===== config.mk =====
export PLATFORM = sky130hd
export DESIGN_NAME = gb_serial
export DESIGN_NICKNAME = d
export VERILOG_FILES = /design/src/rtl/gb_serial.sv
export SDC_FILE = /design/constraint.sdc
export NUM_CORES = 1
export LEC_CHECK = 0
export CORE_MARGIN = 2
export CORE_UTILIZATION = 44
export DETAILED_ROUTE_END_ITERATION = 12
export PLACE_DENSITY = 0.82
export SLEW_MARGIN = 20
export SYNTH_ARGS = -nofsm -noshare
export SYNTH_HDL_FRONTEND = slang
export SYNTH_SLANG_ARGS = --single-unit

===== constraint.sdc =====
create_clock -name clk -period 1.97 [get_ports clk]
set_clock_uncertainty 0.15 [all_clocks]
set_input_delay 0.197 -clock clk [delete_from_list [all_inputs] [get_ports clk]]
set_output_delay 0.197 -clock clk [all_outputs]
set_load 0.03 [all_outputs]

===== src/rtl/gb_serial.sv =====
// ============================================================================
// gb_serial : Game Boy link-port controller (SB/SC registers, 8-bit shifter)
// Revision  : 1.0 - initial release
// ============================================================================
`default_nettype none

module gb_serial #(
  parameter int BIT_PERIOD  = 512,
  parameter int SYNC_STAGES = 2
) (
  input  logic        clk,
  input  logic        reset,
  input  logic [7:0]  data_i,
  input  logic [15:0] addr,
  input  logic        wren,
  output logic [7:0]  data_o,
  output logic        irq_serial,
  output logic        sclk_o,
  output logic        sclk_oe,
  input  logic        sclk_i,
  output logic        sout,
  input  logic        sin
);

  localparam int                 c_HALF     = BIT_PERIOD / 2;
  localparam int                 c_DIV_W    = (c_HALF > 1) ? $clog2(c_HALF) : 1;
  localparam logic [c_DIV_W-1:0] c_DIV_LAST = c_DIV_W'(c_HALF - 1);
  localparam logic [15:0]        c_ADDR_SB  = 16'hFF01;
  localparam logic [15:0]        c_ADDR_SC  = 16'hFF02;

  typedef enum logic [1:0] {
    S_IDLE = 2'd0,
    S_LOW  = 2'd1,
    S_HIGH = 2'd2
  } state_t;

  state_t               r_state;
  logic [7:0]           r_sb;
  logic                 r_sc7;
  logic                 r_sc0;
  logic [3:0]           r_bit_cnt;
  logic [c_DIV_W-1:0]   r_div;
  logic                 r_sout;
  logic                 r_sclk_o;
  logic                 r_irq;
  logic [SYNC_STAGES-1:0] r_sclk_sync;
  logic [SYNC_STAGES-1:0] r_sin_sync;
  logic                 r_sclk_prev;

  logic w_wr_sb;
  logic w_wr_sc;
  logic w_sclk_s;
  logic w_sin_s;
  logic w_div_last;
  logic w_shift;
  logic w_unshift;
  logic [7:0] w_rdata;

  assign w_wr_sb    = wren && (addr == c_ADDR_SB);
  assign w_wr_sc    = wren && (addr == c_ADDR_SC);
  assign w_sclk_s   = r_sclk_sync[SYNC_STAGES-1];
  assign w_sin_s    = r_sin_sync[SYNC_STAGES-1];
  assign w_div_last = (r_div == c_DIV_LAST);

  // Shift on the rising serial edge, present next bit on the falling edge;
  // the edge source is the divider (internal) or the synchronized sclk_i.
  assign w_shift   = r_sc0 ? (r_state == S_LOW  && w_div_last)
                           : (r_state != S_IDLE && w_sclk_s && !r_sclk_prev);
  assign w_unshift = r_sc0 ? (r_state == S_HIGH && w_div_last)
                           : (r_state != S_IDLE && !w_sclk_s && r_sclk_prev);

  always_ff @(posedge clk or posedge reset) begin
    if (reset) begin
      r_sclk_sync <= '1;
      r_sin_sync  <= '1;
      r_sclk_prev <= 1'b1;
    end else begin
      r_sclk_sync[0] <= sclk_i;
      r_sin_sync[0]  <= sin;
      for (int i = 1; i < SYNC_STAGES; i++) begin
        r_sclk_sync[i] <= r_sclk_sync[i-1];
        r_sin_sync[i]  <= r_sin_sync[i-1];
      end
      r_sclk_prev <= w_sclk_s;
    end
  end

  always_ff @(posedge clk or posedge reset) begin
    if (reset) begin
      r_state   <= S_IDLE;
      r_sb      <= 8'h00;
      r_sc7     <= 1'b0;
      r_sc0     <= 1'b0;
      r_bit_cnt <= 4'd0;
      r_div     <= '0;
      r_sout    <= 1'b1;
      r_sclk_o  <= 1'b1;
      r_irq     <= 1'b0;
    end else begin
      r_irq <= 1'b0;
      // An SC write overrides any in-flight edge, including completion.
      if (w_wr_sc) begin
        r_sc0     <= data_i[0];
        r_bit_cnt <= 4'd0;
        r_div     <= '0;
        if (data_i[7]) begin
          r_sc7    <= 1'b1;
          r_state  <= S_LOW;
          r_sclk_o <= ~data_i[0];
          r_sout   <= r_sb[7];
        end else begin
          r_sc7    <= 1'b0;
          r_state  <= S_IDLE;
          r_sclk_o <= 1'b1;
          r_sout   <= 1'b1;
        end
      end else if (r_state != S_IDLE) begin
        if (r_sc0) begin
          r_div <= w_div_last ? '0 : r_div + 1'b1;
        end
        if (w_shift) begin
          r_sb      <= {r_sb[6:0], w_sin_s};
          r_bit_cnt <= r_bit_cnt + 1'b1;
          r_sclk_o  <= 1'b1;
          if (r_bit_cnt == 4'd7) begin
            r_state <= S_IDLE;
            r_sc7   <= 1'b0;
            r_sout  <= 1'b1;
            r_irq   <= 1'b1;
          end else begin
            r_state <= S_HIGH;
          end
        end else if (w_unshift) begin
          r_state  <= S_LOW;
          r_sout   <= r_sb[7];
          r_sclk_o <= ~r_sc0;
        end
      end else if (w_wr_sb) begin
        r_sb <= data_i;
      end
    end
  end

  always_comb begin
    w_rdata = 8'hFF;
    case (addr)
      c_ADDR_SB: w_rdata = r_sb;
      c_ADDR_SC: w_rdata = {r_sc7, 6'b111111, r_sc0};
      default:   w_rdata = 8'hFF;
    endcase
  end

  assign data_o     = w_rdata;
  assign irq_serial = r_irq;
  assign sclk_o     = r_sclk_o;
  assign sclk_oe    = r_sc0;
  assign sout       = r_sout;

endmodule

`default_nettype wire


==> run metrics <==
Final WS setup=-0.07672 ns; Syn-to-layout area delta=54.10%; CP max stage cell=or4_4; initial antenna violation count=0; TritonRoute pass-1 iters=4; power density cells=907.7 nW/um^2; kind of critical path=in2out; Async SR Flop Fraction=100.0%; IO Count=41; crit-path max FO=7; Post-synth top cells=dfrtp_1 (25), mux2_2 (16), nand2_1 (15); diode count=0; fraction of layout cells with a size suffix above 1=41.30%; first-pass GRT wire length=7.707 mm; Die H=65.73 um; Sinks on Clock Net=32; row cnt=22; Core Region=3661 um^2; CTS Buffer Depth=2; starting DRC count in detailed routing=80; CP startpoint kind=input port; share of the yosys chip area belonging to registers=48.28%; sequential share of power=42.6%; placed wire-length estimate=3.146 mm; Synth Cell Area=1677 um^2; DIE AREA=4320 um^2; #FFs+latches synth=32; RePlAce Congestion=0.7961; power share of the clock group=26.8%; Inserted Clock Buffers=5; routed wire length=4.752 mm; largest net degree at the start of global routing=33; CTS H-tree depth=2; clk slew on worst S/H paths=0.07 ns; Post-synth EDFFs=0; vias in the first global route=approximately 1,600; status=complete, but fails checks; worst hold path type=in2async; Worst EP arrival=1.70 ns; Buffers & Inverters on Critical Path=3; Die X=~66 um; Hold Vio Cnt, Final=0; Clock Latency Late Sink=0.29 ns; final period utilization=103.9%; antenna-violating nets left=0; Crit path max-delay family=simple AND/OR/NAND/NOR gates; root buffer cell=clkbuf_8; setup repair after global routing missed its margin=true; top cell type by total area after synthesis=dfrtp_1; failing checks=negative setup slack; CTS tree=built; placed insts=between 200 and 300; global route overflow=0; Synth cell types=43; Slew headroom=between 50 and 60%; Total GRT Usage=23.93%; crit-path most repeated cell=buf_6; Avg Synthesized Cell Area=between 10 and 15 um^2; Synth Flop Type=dfrtp_1; Slew Limit Fails=0; slowest stage delay, CP=0.56 ns; number of max-cap violations=0; share of power burned in combinational logic=30.6%; Internal=1616 uW; final worst path period need=2.047 ns; Net Sw Frac=between 30% and 40%; fmax=488.6 MHz; sw power=729.0 uW; DR vias=~1,500; share of the synthesized area in the top cell type=a little under two fifths; leak pwr=0.001110 uW; top cells by area, synth=dfrtp_1 (37%), dfstp_2 (11%), mux2_2 (11%); Synthesis Warnings=0; cell with the most instances after synthesis=dfrtp_1; Starting Density=45.80%; WP data required=1.62 ns; final non-filler cell total=278; DRC errors left=0; Syn Nets=185; Crit. End Element=output pin; Tightest Pin Transition=0.6167 ns; Avg WL per Cell=approximately 17 um; highest ir drop seen on vdd=roughly 0.76 mV; crit-path cells=buf_6, or4_4, nor4_4, buf_4, or2b_1, buf_6; layout net count=260; Vias/cell=around 5.5; I/O Buffers=40; final setup violation count=17; post-synthesis instance total=154; Min Hold Slack=0.1548 ns
[power by group through the flow]
| stage | clock, uW | combinational, uW | sequential [uW] |
|---|---|---|---|
| after floorplan | 0 | 445 | 964 |
| after CTS | 636 | 690 | 974 |
| final | 629 | 717 | 999 |
| after global placement | 0 | 625 | 970 |
| after global routing | 661 | 778 | 1020 |
| after detailed placement | 0 | 655 | 987 |
[flip-flops by register name, indices dropped and copies added (netlist names)]
signal       count
r_bit_cnt        4
r_sb             8
sout             1
r_sclk_sync      2
r_sin_sync       2
r_div            8
sclk_oe          1
sclk_o           1
irq_serial       1
r_sclk_prev      1
r_sc7            1
r_state          2
[worst paths after layout]
| kind | slack (ns) | from | depth (start not counted) | endpoint |
|---|---|---|---|---|
| hold reg to reg | 0.21 | r_sclk_sync[0] | 0 | r_sclk_sync[1] |
| setup reg to reg | -0.06 | r_div[1] | 7 | r_sb[7] |
| hold / removal | 0.15 | reset | 3 | r_bit_cnt[2] |
| min in group clk | 0.16 | sin | 1 | r_sin_sync[0] |
| max in group asynchronous | 1.19 | reset | 3 | sclk_o |
| setup / recovery | -0.08 | addr[6] | 6 | data_o[4] |
[per-stage QoR]
step	TNS, ns	setup slack, ns	util (%)	power, uW	area, um^2
finish	-0.7296	-0.07672	70.57	2345	2584
global route	-2.328	-0.1637	70.57	2455	2584
CTS	-0.3590	-0.04696	68.35	2300	2502
detailed placement	-16.95	-0.7405	62.78	1642	2298
global placement	-14.79	-0.6757	62.78	1595	2298
floorplan	-0.03020	-0.003775	-	1409	1697
[worst min-delay path, delay by kind of cell]
| kind | cells | cell delay [ns] |
|---|---|---|
| buffers and inverters | 3 | 0.82 |
[per-layer routing]
| layer | routed length (um) | track usage (%) | vias to the layer above |
|---|---|---|---|
| met5 | 0 | 0 | - |
| met4 | 64 | 7.292 | 0 |
| met3 | 251 | 5.308 | 9 |
| met2 | 2557 | 43.31 | 64 |
| met1 | 1879 | 27.96 | 749 |
| li1 | - | - | 709 |
[cell usage in the layout (no fill, tap or decap), types with 4 or more instances in the layout]
cell type	instances
buf_6	11
clkdlybuf4s50_1	16
or2b_1	6
dlygate4sd2_1	8
o21ai_0	5
dfrtp_1	24
dlymetal6s2s_1	4
nand3_1	5
nand4_1	4
mux2_2	15
xor2_1	4
nand2_1	15
clkbuf_8	5
nor2_1	13
buf_4	28
nor4_4	4
dfstp_2	7
[what timing repair did]
| action | 4_1_cts | 5_1_grt |
|---|---|---|
| hold buffers | 0 | 0 |
| endpoints found under the setup margin | 30 | 26 |
| buffers inserted | 7 | 4 |
| resized for setup | 73 | 16 |
| pin swaps | 7 | 6 |
[layout make-up]
| cell class | instances | area (um^2) |
|---|---|---|
| multi-input combinational | 114 | 903.4 |
| inverter | 2 | 7.507 |
| sequential | 32 | 810.8 |
| clock buffer | 5 | 68.82 |
| clock inverter | 3 | 42.54 |
| timing repair buffer | 74 | 690.7 |
| tap | 48 | 60.06 |
| fill | 239 | 1077 |
[cells by family (layout without fill, tap and decap cells)]
| family | count (synthesis) | after routing | share of synthesized area [%] |
|---|---|---|---|
| flops | 32 | 32 | 48.28 |
| fa+ha+maj | 2 | 2 | 1.492 |
| compound gates | 21 | 21 | 8.732 |
| simple gates | 68 | 68 | 24.33 |
| buf+inv | 8 | 84 | 2.537 |
| xor+xnor | 5 | 5 | 2.612 |
| mux | 18 | 18 | 12.01 |
Power figures use the tool's default switching activity.
